## config.mk

```make
export PLATFORM = sky130hd
export DESIGN_NAME = led_pwm_fader
export DESIGN_NICKNAME = d
export VERILOG_FILES = /design/src/rtl/led_pwm_fader.sv
export SDC_FILE = /design/constraint.sdc
export NUM_CORES = 1
export LEC_CHECK = 0
export CORE_UTILIZATION = 60
export DETAILED_ROUTE_END_ITERATION = 8
export PLACE_DENSITY = 0.89
export SLEW_MARGIN = 20
export SYNTH_ARGS = -nofsm -noshare
export SYNTH_HDL_FRONTEND = slang
export SYNTH_SLANG_ARGS = --single-unit
export TNS_END_PERCENT = 100
```

## constraint.sdc

```tcl
create_clock -name sys_clk -period 2.2 [get_ports sys_clk]
set_input_delay 0.22 -clock sys_clk [delete_from_list [all_inputs] [get_ports sys_clk]]
set_output_delay 0.22 -clock sys_clk [all_outputs]
set_load 0.05 [all_outputs]
```

## src/rtl/led_pwm_fader.sv

```systemverilog
// LED PWM fader: turns two on/off LED requests into PWM drives whose brightness ramps linearly.
// Both channels share one brightness-step prescaler and one free-running PWM counter.
module led_pwm_fader #(
   parameter int unsigned PWM_BITS = 8,
   parameter int unsigned STEP_DIV = 195312
) (
   input  logic                sys_clk,
   input  logic                sys_rst,
   input  logic                enable,
   input  logic                led_req_1,
   input  logic                led_req_2,
   output logic                led_pwm_1,
   output logic                led_pwm_2,
   output logic [PWM_BITS-1:0] level_1,
   output logic [PWM_BITS-1:0] level_2,
   output logic                busy
);

   localparam int                  N_CH     = 2;
   localparam int unsigned         PRE_W    = (STEP_DIV > 1) ? $clog2(STEP_DIV) : 1;
   localparam logic [PWM_BITS-1:0] LMAX     = {PWM_BITS{1'b1}};
   localparam logic [PWM_BITS-1:0] ONE      = PWM_BITS'(1);
   localparam logic [PRE_W-1:0]    PRE_LAST = PRE_W'(STEP_DIV - 1);

   typedef enum logic [1:0] {
      OFF,
      RAMP_UP,
      ON,
      RAMP_DOWN
   } fade_state_t;

   logic [PRE_W-1:0]    presc;
   logic                step_tick;
   logic [PWM_BITS-1:0] pwm_cnt;
   logic [N_CH-1:0]     req_in;
   logic [N_CH-1:0]     req_q;
   logic [N_CH-1:0]     pwm_q;
   logic [PWM_BITS-1:0] lvl [N_CH];
   fade_state_t         st  [N_CH];

   assign req_in = {led_req_2, led_req_1};

   // Direction the channel heads in this cycle, given the registered request.
   function automatic fade_state_t steer(input fade_state_t s, input logic req);
      case (s)
         OFF:     return req ? RAMP_UP : OFF;
         ON:      return req ? ON : RAMP_DOWN;
         default: return req ? RAMP_UP : RAMP_DOWN;
      endcase
   endfunction

   always_ff @(posedge sys_clk or posedge sys_rst) begin
      if (sys_rst) begin
         presc <= '0;
      end else if (!enable || presc == PRE_LAST) begin
         presc <= '0;
      end else begin
         presc <= presc + PRE_W'(1);
      end
   end

   assign step_tick = enable && (presc == PRE_LAST);

   // PWM period is LMAX cycles so that level LMAX yields a constant high.
   always_ff @(posedge sys_clk or posedge sys_rst) begin
      if (sys_rst) begin
         pwm_cnt <= '0;
      end else if (pwm_cnt == LMAX - ONE) begin
         pwm_cnt <= '0;
      end else begin
         pwm_cnt <= pwm_cnt + ONE;
      end
   end

   always_ff @(posedge sys_clk or posedge sys_rst) begin
      if (sys_rst) begin
         req_q <= '0;
         pwm_q <= '0;
         for (int i = 0; i < N_CH; i++) begin
            st[i]  <= OFF;
            lvl[i] <= '0;
         end
      end else begin
         req_q <= req_in;
         for (int i = 0; i < N_CH; i++) begin
            if (!enable) begin
               st[i]    <= OFF;
               lvl[i]   <= '0;
               pwm_q[i] <= 1'b0;
            end else begin
               pwm_q[i] <= (lvl[i] > pwm_cnt);
               // A reversal takes effect this cycle; a coincident tick steps the new way.
               case (steer(st[i], req_q[i]))
                  RAMP_UP: begin
                     if (step_tick && lvl[i] >= LMAX - ONE) begin
                        lvl[i] <= LMAX;
                        st[i]  <= ON;
                     end else begin
                        st[i] <= RAMP_UP;
                        if (step_tick) lvl[i] <= lvl[i] + ONE;
                     end
                  end
                  RAMP_DOWN: begin
                     if (step_tick && lvl[i] <= ONE) begin
                        lvl[i] <= '0;
                        st[i]  <= OFF;
                     end else begin
                        st[i] <= RAMP_DOWN;
                        if (step_tick) lvl[i] <= lvl[i] - ONE;
                     end
                  end
                  ON: begin
                     st[i]  <= ON;
                     lvl[i] <= LMAX;
                  end
                  default: begin
                     st[i]  <= OFF;
                     lvl[i] <= '0;
                  end
               endcase
            end
         end
      end
   end

   always_comb begin
      busy = 1'b0;
      for (int i = 0; i < N_CH; i++) begin
         if (st[i] == RAMP_UP || st[i] == RAMP_DOWN) busy = 1'b1;
      end
   end

   assign led_pwm_1 = pwm_q[0];
   assign led_pwm_2 = pwm_q[1];
   assign level_1   = lvl[0];
   assign level_2   = lvl[1];

endmodule

```

==> impl_metrics.py <==
metrics = {
    "run_status": {
        "status": "finished clean",
    },
    "critical_path": {
        "crit_type": "flop to flop",
        "cp-start-kind": "flop",
        "crit_buf_inv": 3,
        "cp-end-kind": "flop",
        "r2r_start": "level_2[1]$_DFFE_PP0P_",
        "rr_worst_depth": 10,
        "endpoint": "level_2[0]$_DFFE_PP0P_",
        "worstSetupStartpoint": "level_2[1]$_DFFE_PP0P_",
        "slowest_stage": "dfrtp_2",
        "arrival_ns": 2.35,
        "crit_family": "compound AO/OA/AOI/OAI gates",
        "timing.rr.end": "level_2[0]$_DFFE_PP0P_",
        "r2r_setup_slack_ns": 0.07,
        "crit_chain": "inv_1 -> ha_1 -> nor2_1 -> nor4_4 -> buf_4 -> a31o_4 -> buf_4 -> a21oi_1 -> nor2_1 -> o22ai_1",
        "cp.depth": 10,
        "critPathMaxFanout": 7,
        "required_ns": 2.42,
        "slowest_delay_ns": 0.45,
    },
    "grt": {
        "grt_pass1_vias": 3052,
        "overflow": 0,
        "grt_antenna_before_repair": 0,
        "grt_pass1_wl_um": 14280,
        "track_usage": 0.2932,
        "grt_max_degree": 51,
    },
    "power_and_ir_drop": {
        "power_density_mw_per_mm2": 503.3,
        "finalPower_mw": 2.066,
        "p_leak_nw": 1.854,
        "peakVddDrop_uv": 300.5,
    },
    "floorplanning": {
        "core_area_mm2": 0.005608,
        "io_pins": 24,
        "rows": 27,
        "die_w_um": 78.88,
        "fp.dieArea_mm2": 0.006221,
        "start_util": 0.6323,
        "fp.dieH_um": 78.88,
    },
    "routing": {
        "firstDrtPassIters": 5,
        "drc": 0,
        "wl_per_cell_um": 17.88,
        "routed_via_density": 6.368,
        "postRouteAntennaNets": 0,
        "drt_iter0_drc": 306,
        "vias": 3152,
        "routed_wl_um": 8852,
    },
    "finish": {
        "n_antenna_cell": 0,
        "stdcell_count": 495,
        "drive_gt1_frac": 0.1773,
        "stdcell_area_mm2": 0.004104,
        "area_growth_pct": 15.74,
        "num-fill-cells": 393,
        "multi_input_area_mm2": 0.002158,
        "seq_area_mm2": 0.001262,
        "nNetsFinal": 454,
    },
    "clocking": {
        "clock-sinks": 50,
        "cts_tree": "done",
        "htree_levels": 2,
        "cts_root_buffer": "clkbuf_8",
        "clk_path_buf_depth": 2,
        "cts.reportedPaths.clkPinSlew_ns": 0.10,
        "cts-buffers-inserted": 5,
        "clk_latency_ns": 0.31,
    },
    "timing": {
        "finalSetupViolations": 0,
        "fin_skew_ns": 0.01215,
        "maxSlewViolCount": 0,
        "slew_headroom": 0.6263,
        "hold_viol": 0,
        "min_period_over_period": 0.9687,
        "fin_crit_ns": 2.131,
        "tightest_slew_ns": 0.5594,
        "fmaxAchievable_ghz": 0.4693,
    },
    "synthesis": {
        "ys.flop_type": "dfrtp_1",
        "synth.avg_cell_area_um2": 9.234,
        "ys_async_sr_fraction": 1.000,
        "syn_nets": 416,
        "ys_seq_area_frac": 0.3529,
        "yosys.area.top_type": "dfrtp_1",
        "synth_edf_count": 0,
        "synthesis.area_mm2": 0.003546,
        "ys_ff_latch": 50,
        "synth_top_area_share": 0.3529,
        "syn_inst": 384,
        "synth.distinct_cells": 66,
        "synth_area_leaders": "dfrtp_1 35%, ha_1 9.5%, nor2_1 5.1%, xnor2_1 4.9%, xor2_1 3.2%",
        "ys_warn_count": 0,
    },
    "min_path": {
        "hold_path_class": "primary input to async pin",
    },
    "flow_run": {
        "maxCapViolations": 0,
    },
    "place": {
        "hpwl_um": 5961,
        "portBuffers": 23,
        "gp_congestion": 0.8841,
        "place_area_mm2": 0.003921,
        "place_inst": 481,
    },
}
layout make-up:
type / count / area share
multi-input combinational: 295 / 0.5259
sequential: 50 / 0.3076
timing repair buffer: 48 / 0.1049
tap: 72 / 0.02195
inverter: 22 / 0.02012
clock buffer: 8 / 0.01951
through the flow:
| stage | worst slack [ns] | hold WS [ns] | utilization | TNS [ns] |
|---|---|---|---|---|
| detailed placement | 0.02618 | 0.4505 | 0.6992 | 0 |
| CTS | 0.08953 | 0.2810 | 0.7162 | 0 |
| global placement | 0.1270 | 0.4359 | 0.6992 | 0 |
| floorplan | 0.004120 | 0.2514 | - | 0 |
| finish | 0.06895 | 0.2586 | 0.7318 | 0 |
| global route | -0.002921 | 0.2977 | 0.7318 | -0.002921 |
synthesized netlist by cell type, drive strengths merged (3+ instances only):
| master | instances |
|---|---|
| dfrtp | 50 |
| nor2 | 48 |
| nand2 | 30 |
| ha | 27 |
| inv | 22 |
| xnor2 | 20 |
| o21ai | 16 |
| a21oi | 14 |
| nand3 | 14 |
| xor2 | 13 |
| clkbuf | 10 |
| a22o | 8 |
| buf | 8 |
| nor3 | 8 |
| and3 | 7 |
| nand2b | 7 |
| nand4 | 7 |
| nor4 | 7 |
| o22ai | 5 |
| a21o | 4 |
| a22oi | 4 |
| a31o | 4 |
| o2bb2ai | 4 |
| or3 | 4 |
| a31oi | 3 |
| and4 | 3 |
| nor2b | 3 |
| o211ai | 3 |
| o21bai | 3 |
| or4 | 3 |
flip-flops by register name, summed over array words and instances, names as in the netlist:
name and count:
level_1 8, pwm_cnt 8, level_2 8, req_q 2
pwm_q 2, st 4, presc 18
kinds of logic after synthesis:
logic type,after synthesis,share of synthesized area
buf+inv,40,0.05681
flops,50,0.3529
fa+ha+maj,27,0.09527
xor+xnor,33,0.08151
simple gates,149,0.2290
compound gates,85,0.1845
placed cells by master (no fill, tap or decap), types with 4 or more instances in the layout:
master and n:
nor2_1 48, dfrtp_1 41, nand2_1 29, ha_1 26, buf_4 24, clkdlybuf4s50_1 23, inv_1 21, xnor2_1 20
nand3_1 14, xor2_1 13, a21oi_1 13, o21ai_0 9, dfrtp_2 9, a22o_1 8, nand2b_1 7, nor3_1 6
nand4_1 6, and3_1 5, nor4_1 5, clkbuf_8 5, o21ai_1 4, o2bb2ai_1 4, or3_1 4, a21o_1 4
o22ai_1 4
timing repair:
| item | in CTS | in global routing |
|---|---|---|
| hold buffers | 0 | 0 |
| endpoints found under the setup margin | 1 | 11 |
| cloned | 0 | 1 |
| buffers inserted | 2 | 3 |
| resized for setup | 0 | 9 |
| pin swaps | 0 | 3 |
| hold endpoints to repair | 0 | 0 |
report_power, final:
part           internal [mW]  switching (mW)  leakage [nW]  total (mW)
Clock                  0.227           0.319        0.0395       0.546
Combinational          0.215           0.321          1.16       0.536
Sequential             0.945          0.0382         0.657       0.983
Total                   1.39           0.678          1.85        2.07
tightest hold or removal path, delay by kind of cell:
family	cells	cell delay [ns]
buffers and inverters	3	0.74
metal layers:
layer | vias to the layer above | global-route usage | share of wire
met2 | 146 | 0.5087 | 0.50
met3 | 21 | 0.04828 | 0.058
met5 | - | 0 | 0
li1 | 1450 | - | -
met1 | 1535 | 0.3616 | 0.42
met4 | 0 | 0.1200 | 0.021
worst min path at each step:
stage / startpoint / endpoint / slack, ns
floorplan: led_req_1 / req_q[0]$_DFF_PP0_ / 0.25
global placement: presc[0]$_DFF_PP0_ / presc[0]$_DFF_PP0_ / 0.44
detailed placement: presc[0]$_DFF_PP0_ / presc[0]$_DFF_PP0_ / 0.45
CTS: sys_rst / presc[2]$_DFF_PP0_ / 0.28
global route: sys_rst / presc[11]$_DFF_PP0_ / 0.30
finish: sys_rst / presc[2]$_DFF_PP0_ / 0.26
No activity file was read; power rests on OpenSTA's default activity.
